`src/rtl/keypad_scanner_if.sv`:
```
// Keypad pin and keycode-event bundle between the scanner and its neighbours.
interface keypad_scanner_if;
    logic [3:0] rows_in;
    logic [3:0] columns_out;
    logic [3:0] key_code;
    logic       key_valid;
    logic       key_release;
    logic       key_down;
    logic       multi_key;

    modport master (
        input  rows_in,
        output columns_out, key_code, key_valid, key_release, key_down, multi_key
    );

    modport slave (
        output rows_in,
        input  columns_out, key_code, key_valid, key_release, key_down, multi_key
    );
endinterface

```
`src/rtl/keypad_scanner.sv`:
```
// 4x4 matrix keypad scanner: column drive, row sampling, per-sweep debounce
// and one-shot press/release keycode events.
module keypad_scanner #(
    parameter int unsigned SETTLE_CYCLES  = 1000,
    parameter int unsigned DEBOUNCE_SCANS = 4
) (
    input  logic               clk,
    input  logic               reset,
    keypad_scanner_if.master   bus
);
    localparam int unsigned CNT_W = $clog2(SETTLE_CYCLES);
    localparam int unsigned DEB_W = $clog2(DEBOUNCE_SCANS + 1);

    typedef enum logic {DRIVE, SAMPLE} scan_state_t;
    typedef enum logic [1:0] {RES_NONE, RES_KEY, RES_MULTI} res_kind_t;

    logic [3:0]       rows_meta, rows_sync;
    scan_state_t      state, state_n;
    logic [CNT_W-1:0] settle_cnt, settle_cnt_n;
    logic [1:0]       col_idx, col_idx_n;
    logic [3:0]       columns_q, columns_n;
    logic             acc_hit, acc_hit_n, acc_multi, acc_multi_n;
    logic [3:0]       acc_code, acc_code_n;
    res_kind_t        prev_kind, prev_kind_n, sweep_kind;
    logic [3:0]       prev_code, prev_code_n, sweep_code;
    logic [DEB_W-1:0] deb_cnt, deb_cnt_n;
    logic [3:0]       key_code_q, key_code_n;
    logic             key_valid_q, key_valid_n, key_release_q, key_release_n;
    logic             key_down_q, key_down_n, multi_key_q, multi_key_n;
    logic             row_single;
    logic [1:0]       row_idx;

    // Column/row position to keycode.
    function automatic logic [3:0] keymap(input logic [1:0] col, input logic [1:0] row);
        case ({col, row})
            4'b00_00: keymap = 4'h1;  4'b00_01: keymap = 4'h4;
            4'b00_10: keymap = 4'h7;  4'b00_11: keymap = 4'hE;
            4'b01_00: keymap = 4'h2;  4'b01_01: keymap = 4'h5;
            4'b01_10: keymap = 4'h8;  4'b01_11: keymap = 4'h0;
            4'b10_00: keymap = 4'h3;  4'b10_01: keymap = 4'h6;
            4'b10_10: keymap = 4'h9;  4'b10_11: keymap = 4'hF;
            4'b11_00: keymap = 4'hA;  4'b11_01: keymap = 4'hB;
            4'b11_10: keymap = 4'hC;  default:  keymap = 4'hD;
        endcase
    endfunction

    always_ff @(posedge clk) begin
        if (reset) begin
            rows_meta     <= '0;
            rows_sync     <= '0;
            state         <= DRIVE;
            settle_cnt    <= '0;
            col_idx       <= '0;
            columns_q     <= 4'b0001;
            acc_hit       <= 1'b0;
            acc_multi     <= 1'b0;
            acc_code      <= '0;
            prev_kind     <= RES_NONE;
            prev_code     <= '0;
            deb_cnt       <= '0;
            key_code_q    <= '0;
            key_valid_q   <= 1'b0;
            key_release_q <= 1'b0;
            key_down_q    <= 1'b0;
            multi_key_q   <= 1'b0;
        end else begin
            rows_meta     <= bus.rows_in;
            rows_sync     <= rows_meta;
            state         <= state_n;
            settle_cnt    <= settle_cnt_n;
            col_idx       <= col_idx_n;
            columns_q     <= columns_n;
            acc_hit       <= acc_hit_n;
            acc_multi     <= acc_multi_n;
            acc_code      <= acc_code_n;
            prev_kind     <= prev_kind_n;
            prev_code     <= prev_code_n;
            deb_cnt       <= deb_cnt_n;
            key_code_q    <= key_code_n;
            key_valid_q   <= key_valid_n;
            key_release_q <= key_release_n;
            key_down_q    <= key_down_n;
            multi_key_q   <= multi_key_n;
        end
    end

    always_comb begin
        row_single = (rows_sync != 4'd0) && ((rows_sync & (rows_sync - 4'd1)) == 4'd0);
        case (rows_sync)
            4'b0010: row_idx = 2'd1;
            4'b0100: row_idx = 2'd2;
            4'b1000: row_idx = 2'd3;
            default: row_idx = 2'd0;
        endcase
    end

    // Scan sequencing, sweep accumulation and debounce of the completed sweep.
    always_comb begin
        state_n       = state;
        settle_cnt_n  = settle_cnt;
        col_idx_n     = col_idx;
        columns_n     = columns_q;
        acc_hit_n     = acc_hit;
        acc_multi_n   = acc_multi;
        acc_code_n    = acc_code;
        prev_kind_n   = prev_kind;
        prev_code_n   = prev_code;
        deb_cnt_n     = deb_cnt;
        key_code_n    = key_code_q;
        key_valid_n   = 1'b0;
        key_release_n = 1'b0;
        key_down_n    = key_down_q;
        multi_key_n   = multi_key_q;
        sweep_kind    = RES_NONE;
        sweep_code    = '0;

        case (state)
            DRIVE: begin
                if (settle_cnt == CNT_W'(SETTLE_CYCLES - 2)) state_n = SAMPLE;
                else settle_cnt_n = settle_cnt + CNT_W'(1);
            end
            default: begin
                state_n      = DRIVE;
                settle_cnt_n = '0;
                col_idx_n    = col_idx + 2'd1;
                columns_n    = {columns_q[2:0], columns_q[3]};

                if (row_single) begin
                    if (acc_hit) acc_multi_n = 1'b1;
                    else begin
                        acc_hit_n  = 1'b1;
                        acc_code_n = keymap(col_idx, row_idx);
                    end
                end else if (rows_sync != 4'd0) begin
                    acc_multi_n = 1'b1;
                end

                if (col_idx == 2'd3) begin
                    if (acc_multi_n)    sweep_kind = RES_MULTI;
                    else if (acc_hit_n) sweep_kind = RES_KEY;
                    if (sweep_kind == RES_KEY) sweep_code = acc_code_n;
                    acc_hit_n   = 1'b0;
                    acc_multi_n = 1'b0;
                    acc_code_n  = '0;
                    prev_kind_n = sweep_kind;
                    prev_code_n = sweep_code;

                    if (sweep_kind == RES_MULTI) begin
                        deb_cnt_n   = '0;
                        multi_key_n = 1'b1;
                    end else begin
                        multi_key_n = 1'b0;
                        if (sweep_kind == prev_kind && sweep_code == prev_code)
                            deb_cnt_n = (deb_cnt == DEB_W'(DEBOUNCE_SCANS)) ? deb_cnt
                                                                             : deb_cnt + DEB_W'(1);
                        else
                            deb_cnt_n = DEB_W'(1);

                        if (deb_cnt_n == DEB_W'(DEBOUNCE_SCANS)) begin
                            if (sweep_kind == RES_NONE) begin
                                if (key_down_q) begin
                                    key_down_n    = 1'b0;
                                    key_release_n = 1'b1;
                                end
                            end else if (!key_down_q) begin
                                key_down_n  = 1'b1;
                                key_code_n  = sweep_code;
                                key_valid_n = 1'b1;
                            end else if (sweep_code != key_code_q) begin
                                key_code_n    = sweep_code;
                                key_valid_n   = 1'b1;
                                key_release_n = 1'b1;
                            end
                        end
                    end
                end
            end
        endcase
    end

    assign bus.columns_out = columns_q;
    assign bus.key_code    = key_code_q;
    assign bus.key_valid   = key_valid_q;
    assign bus.key_release = key_release_q;
    assign bus.key_down    = key_down_q;
    assign bus.multi_key   = multi_key_q;
endmodule

```
`src/flat_wrapper.sv`:
```
// flat-port wrapper written by rule: the top's interface ports become plain ports
module keypad_scanner_flat 
#(
    parameter int unsigned SETTLE_CYCLES  = 1000,
    parameter int unsigned DEBOUNCE_SCANS = 4
)
  (clk, reset, bus_rows_in, bus_columns_out, bus_key_code, bus_key_valid, bus_key_release, bus_key_down, bus_multi_key);
  keypad_scanner_if bus_i ();
  input  logic clk;
  input  logic reset;
  input wire logic [$bits(bus_i.rows_in)-1:0] bus_rows_in;
  output wire logic [$bits(bus_i.columns_out)-1:0] bus_columns_out;
  output wire logic [$bits(bus_i.key_code)-1:0] bus_key_code;
  output wire logic [$bits(bus_i.key_valid)-1:0] bus_key_valid;
  output wire logic [$bits(bus_i.key_release)-1:0] bus_key_release;
  output wire logic [$bits(bus_i.key_down)-1:0] bus_key_down;
  output wire logic [$bits(bus_i.multi_key)-1:0] bus_multi_key;
  assign bus_i.rows_in = bus_rows_in;
  assign bus_columns_out = bus_i.columns_out;
  assign bus_key_code = bus_i.key_code;
  assign bus_key_valid = bus_i.key_valid;
  assign bus_key_release = bus_i.key_release;
  assign bus_key_down = bus_i.key_down;
  assign bus_multi_key = bus_i.multi_key;
  keypad_scanner #(.SETTLE_CYCLES(SETTLE_CYCLES), .DEBOUNCE_SCANS(DEBOUNCE_SCANS)) u_core (.clk(clk), .reset(reset), .bus(bus_i));
endmodule
```
`config.mk`:
```
export PLATFORM = sky130hd
export DESIGN_NAME = keypad_scanner_flat
export DESIGN_NICKNAME = d
export VERILOG_FILES = /design/src/rtl/keypad_scanner_if.sv /design/src/rtl/keypad_scanner.sv /design/src/flat_wrapper.sv
export SDC_FILE = /design/constraint.sdc
export NUM_CORES = 1
export LEC_CHECK = 0
export BUFFER_PORTS_ARGS = -buffer_cell sky130_fd_sc_hd__buf_2
export CAP_MARGIN = 0
export CORE_UTILIZATION = 53
export DETAILED_ROUTE_END_ITERATION = 6
export GPL_TIMING_DRIVEN = 0
export PLACE_DENSITY_LB_ADDON = 0.3
export SYNTH_ARGS = -nofsm -noshare
export SYNTH_HDL_FRONTEND = slang
export SYNTH_SLANG_ARGS = --single-unit
```
`constraint.sdc`:
```
create_clock -name clk -period 6.97 [get_ports clk]
set_input_delay 1.394 -clock clk [delete_from_list [all_inputs] [get_ports clk]]
set_output_delay 1.394 -clock clk [all_outputs]
set_load 0.03 [all_outputs]
```
Word-level counts from Yosys, hierarchy flattened --
Memories as Yosys holds them, arrays and structs flattened. Cells that the tools add are included.
Storage, ports and cells: bits in registers 48, bits in latches 0, memory bits (writable) 0, ROM bits 64, bits of input ports 6, logic and storage cells 87, memories 1
Operators by class: add/subtract/negate cells 4, multipliers 0, divide/modulo/power cells 0, order comparisons 0, equality and inequality tests 13, shift-type cells 0, muxes and demuxes 35, bitwise operators 6, reductions and logical operators 11
Memories:
- (name not given) | depth 16, width 4, rd ports 1, clocked after memory_dff 0, wr ports 0, line keypad_scanner.sv:35 | case ({col, row})
Operators by type and width (number):
- $mux 4 | 8
- $mux 3 | 6
- $mux 1 | 17
- $add 10x1->10 const B | 1
- $eq 10x10->1 const B | 1
- $eq 3x3->1 const B | 2
- $mux 2 | 3
- $pmux 2 s3 | 1
- $reduce_and 6->1 | 1
- $reduce_or 6->1 | 1
- $not 1->1 | 5
- $reduce_or 5->1 | 1
- $and 4x4->4 | 1
- $eq 2x2->1 const B | 2
- $eq 4x2->1 const B | 1
- $eq 4x3->1 const B | 1
- $eq 4x4->1 | 1
- $eq 4x4->1 const B | 1
- $logic_not 4->1 | 1
- $ne 4x4->1 | 1
- $reduce_and 4->1 | 1
- $reduce_bool 4->1 | 1
- $sub 4x1->4 const B | 1
- $add 3x1->3 const B | 1
- other kinds (8) | 9

Longest topological paths before layout --
depth in word-level cells 23, gate-level depth with buffers 11, gate-level depth less buffers 10

Least setup slack after synthesis --
OpenSTA, ideal clock, no wires.
path type register -> register, start point register u_core.rows_sync[1], end point register u_core.key_code_q[1] (netlist: u_core.bus.key_code[1]), setup time 0.072 ns, arrival time 2.354 ns, data required time 6.898 ns, slack 4.545 ns, cell stages (with the launch flop) 11, path buffers 3, clock period less this slack 2.425 ns, cell sequence dfxtp_1 > buf_6 > buf_6 > nor4_4 > nand2_1 > a31o_1 > or4_1 > and3_1 > buf_6 > nor3_2 > mux2i_1
On the way: word-level cells in the longest chain between the ends 22, elaborated cells between the ends (all ways) 42, those cells by class add/sub: 1; eq/ne: 10; mux: 21; bitwise: 3; reduce/logical: 6; memory: 1
RTL lines:
- from (decl) | line keypad_scanner.sv:17 | logic [3:0] rows_meta, rows_sync;
- from (signal assigned) | line keypad_scanner.sv:68 | rows_sync <= rows_meta;
- $sub 4x1->4 | line keypad_scanner.sv:88 | row_single = (rows_sync != 4'd0) && ((rows_sync & (rows_sync - 4'd1)) == 4'd0);
- $and 4x4->4 | line keypad_scanner.sv:88
- $logic_not 4->1 | line keypad_scanner.sv:88
- $logic_and 1x1->1 | line keypad_scanner.sv:88
- $mux 1 | line keypad_scanner.sv:128 | if (row_single) begin
- $mux 1 | line keypad_scanner.sv:117 | case (state)
- $mux 1 | line keypad_scanner.sv:140 | else if (acc_hit_n) sweep_kind = RES_KEY;
- $mux 2 | line keypad_scanner.sv:139 | if (acc_multi_n) sweep_kind = RES_MULTI;
- [6 not listed]
- $eq 4x4->1 | line keypad_scanner.sv:153 | if (sweep_kind == prev_kind && sweep_code == prev_code)
- $logic_and 1x1->1 | line keypad_scanner.sv:153
- $mux 3 | line keypad_scanner.sv:153
- $mux 3 | line keypad_scanner.sv:148 | if (sweep_kind == RES_MULTI) begin
- $mux 3 | line keypad_scanner.sv:138 | if (col_idx == 2'd3) begin
- $mux 3 | line keypad_scanner.sv:117
- $eq 3x3->1 | line keypad_scanner.sv:159 | if (deb_cnt_n == DEB_W'(DEBOUNCE_SCANS)) begin
- $reduce_and 6->1 (no source line)
- to (signal assigned) | line keypad_scanner.sv:79 | key_code_q <= key_code_n;
- to (decl) | line keypad_scanner.sv:27 | logic [3:0] key_code_q, key_code_n;
Several ways; a longest one is shown, not always the timed one. The select of a mux whose other input is x is not followed. A chain may end at the register's enable or synchronous reset.

Worst setup path in the final report --
start point register u_core.rows_sync[2], end point register u_core.key_code_q[1] (netlist: u_core.bus.key_code[1])
Same word-level chain as after synthesis.

==> flow_metrics.env <==
export IMPL_p_int_w=0.000407
export IMPL_power_total_w=0.000547
export IMPL_status="completed"
export IMPL_p_comb_share_pct=12.4
export IMPL_antenna_found_initial=0
export IMPL_drv_slew=0
export IMPL_setup_viol=0
export IMPL_drive_above_1_share_pct=14.2
export IMPL_cts_setup_buffers=0
export IMPL_crit_required_ps=7200
export IMPL_syn_nets=337
export IMPL_cp_start_kind="register"
export IMPL_post_route_period_util_pct=40.9
export IMPL_syn_cell_area_um2=2730
export IMPL_yosysMostFrequentCell="dfxtp_1"
export IMPL_start_util_pct=56.3
export IMPL_dp_slack_ps=4120
export IMPL_cts_root_buf="clkbuf_8"
export IMPL_synth_yosys_warnings=0
export IMPL_multi_input_area_um2=1630
export IMPL_placed_area_um2=2900
export IMPL_final_fill_count=440
export IMPL_holdBufCountCts=0
export IMPL_finalInstanceArea_um2=3020
export IMPL_clockBufferDepth=2
export IMPL_synth_distinct_cells=67
export IMPL_cts_resized_gates=0
export IMPL_worst_hold_slack_ps=449
export IMPL_arrival_ps=3080
export IMPL_avgSynthCellArea_um2=8.38
export IMPL_track_usage_pct=24.5
export IMPL_clkTransAtPathRegs_ps=90
export IMPL_synth_seq_area_share_pct=34.4
export IMPL_hold_viol_final=0
export IMPL_worstHoldStart="u_core.rows_meta[1]"
export IMPL_finalSetupTns_ps=0
export IMPL_firstDrtPassIters=4
export IMPL_seq_power_share_pct=50.3
export IMPL_rows=25
export IMPL_worst_pin_slew_ps=816
export IMPL_cp_cell_sequence="buf_6 -> nor2_1 -> a22o_2 -> nand4_1 -> a2111oi_0 -> o21ai_1 -> and3_1 -> buf_6 -> nor3_2 -> mux2i_1"
export IMPL_rsz0062_at_grt="false"
export IMPL_grt_pass1_wl_um=10300
export IMPL_cts_buffers=5
export IMPL_cp_max_fo=8
export IMPL_regArea_um2=941
export IMPL_drc=0
export IMPL_slowest_delay_ps=500
export IMPL_core_area_um2=4850
export IMPL_yosys_area_top_type="dfxtp_1"
export IMPL_grt_pass1_vias=2254
export IMPL_antenna_diode_count=0
export IMPL_areaGrowthSynthToFinish_pct=10.4
export IMPL_rrSetupSlack_ps=4120
export IMPL_grt_max_degree=17
export IMPL_ant_nets=0
export IMPL_fmax_ghz=0.351
export IMPL_viasPerCell=5.85
export IMPL_crit_slowest_cell="a2111oi_0"
export IMPL_hold_depth=1
export IMPL_finalNetCount=361
export IMPL_pin_count=18
export IMPL_die_h_um=73.8
export IMPL_place_hpwl_um=4410
export IMPL_skew_ps=5.54
export IMPL_synthTopCellsByArea="dfxtp_1 34%, nor2_1 5.2%, nor2b_1 3.9%"
export IMPL_ff2ff_path_depth=10
export IMPL_h_tree_depth=2
export IMPL_die_area_um2=5440
export IMPL_fin_crit_ps=2850
export IMPL_cts_sinks=47
export IMPL_drt_total_wl_um=6010
export IMPL_synthTopCellsByCount="47 x dfxtp_1, 38 x nor2_1, 20 x nand2_1, 17 x a21oi_1, 17 x nor2b_1"
export IMPL_reg2reg_from="u_core.rows_sync[2]"
export IMPL_critical_path_top_delay_family="simple AND/OR/NAND/NOR gates"
export IMPL_path_class="reg -> reg"
export IMPL_maxCapViolations=0
export IMPL_switching_share_pct=25.6
export IMPL_cts_tree="yes"
export IMPL_cp_common_cell="buf_6"
export IMPL_async_flop_share_pct=0
export IMPL_hold_path_end="u_core.rows_sync[1]"
export IMPL_switching_power_w=0.000140
export IMPL_timing_rr_end="u_core.bus.key_code[1]"
export IMPL_synth_edf_count=0
export IMPL_worstSetupEndpointType="register"
export IMPL_fp_dieW_um=73.8
export IMPL_drt_initial_drc_count=314
export IMPL_timing_slew_headroom_pct=45.6
export IMPL_fin_ws_ps=4120
export IMPL_path_buf_inv=2
export IMPL_synth_seq_cells=47
export IMPL_p_per_area_nw_per_um2=181
export IMPL_gp_congestion=0.950
export IMPL_hold_path_class="reg -> reg"
export IMPL_overflow=0
export IMPL_synth_top_area_share_pct=34.4
export IMPL_avgRoutedWirePerCell_um=14.4
export IMPL_num_vias=2447
export IMPL_synth_cells=326
export IMPL_p_leak_nw=1.10
export IMPL_port_buffers=17
export IMPL_clock_latency_ps=300
export IMPL_ys_flop_type="dfxtp_1"
export IMPL_p_clk_share_pct=37.3
export IMPL_vdd_ir_drop_max_v=0.000188
-- sequential cells by signal (all words and copies together) (netlist names) --
name,cells
u_core.rows_meta,4
u_core.acc_multi,1
u_core.acc_hit,1
u_core.rows_sync,4
u_core.bus.key_code,4
u_core.bus.key_valid,1
u_core.bus.columns_out,4
u_core.deb_cnt,3
u_core.bus.key_down,1
u_core.prev_kind,1
u_core.bus.key_release,1
u_core.bus.multi_key,1
u_core.prev_code,4
u_core.settle_cnt,10
u_core.state,1
u_core.col_idx,2
u_core.acc_code,4
-- per-stage QoR --
step / cells / util (%)
2_1_floorplan: 326 / -
3_3_place_gp: 410 / 59.8
3_5_place_dp: 410 / 59.8
4_1_cts: 418 / 62.2
5_1_grt: 418 / 62.2
6_report: 418 / 62.2
-- worst max-delay path by stage --
stage | start | to | slack, ps | depth (start not counted)
CTS | u_core.rows_sync[2] | u_core.bus.key_code[1] | 4170 | 10
finish | u_core.rows_sync[2] | u_core.bus.key_code[1] | 4120 | 10
global placement | reset | u_core.acc_multi | 4190 | 5
global route | u_core.col_idx[0] | u_core.bus.key_code[0] | 3860 | 9
floorplan | u_core.rows_sync[1] | u_core.bus.key_code[1] | 4540 | 10
detailed placement | reset | u_core.deb_cnt[0] | 4120 | 5
-- layout make-up --
cell class,count,area share (%)
inverter,15,1.87
timing repair buffer,17,2.82
multi-input combinational,248,54.1
clock buffer,5,2.28
buffer,16,3.40
clock inverter,3,1.58
tap,67,2.78
sequential,47,31.2
-- metal layers --
layer,part of all wire (%),wire length (um),global-route usage (%),vias to the layer above
met2,48,2860,42.0,74
met4,1.4,86,6.41,0
met1,45,2730,32.0,1148
met5,0,0,0,-
met3,5.5,331,3.84,11
li1,-,-,-,1214
-- power by group through the flow --
stage | clock network (W) | logic, W | registers [W]
after detailed placement | 0 | 0.0000667 | 0.000281
final | 0.000204 | 0.0000680 | 0.000275
after floorplan | 0 | 0.0000524 | 0.000280
after global routing | 0.000217 | 0.0000748 | 0.000275
after CTS | 0.000209 | 0.0000669 | 0.000275
after global placement | 0 | 0.0000658 | 0.000281
-- cell families after synthesis --
| kind of cell | synth area share, % |
|---|---|
| and+or+nand+nor | 29.1 |
| buffers and inverters | 5.82 |
| DFF | 34.4 |
| xor gates and xnor gates | 5.08 |
| AOI/OAI and AO/OA | 19.9 |
| muxes | 3.39 |
| adders and majority gates | 2.29 |
-- placed cells by master (no fill, tap or decap), drive strengths merged, types with 7 or more instances in the layout --
| cell type | n |
|---|---|
| dfxtp | 47 |
| nor2 | 39 |
| buf | 25 |
| nand2 | 20 |
| a21oi | 18 |
| o21ai | 18 |
| nor2b | 17 |
| nand3 | 16 |
| inv | 16 |
| clkbuf | 13 |
| nor3 | 11 |
| xor2 | 8 |
| nand2b | 7 |
| xnor2 | 7 |
| mux2i | 7 |
No activity file was read; power rests on OpenSTA's default activity.
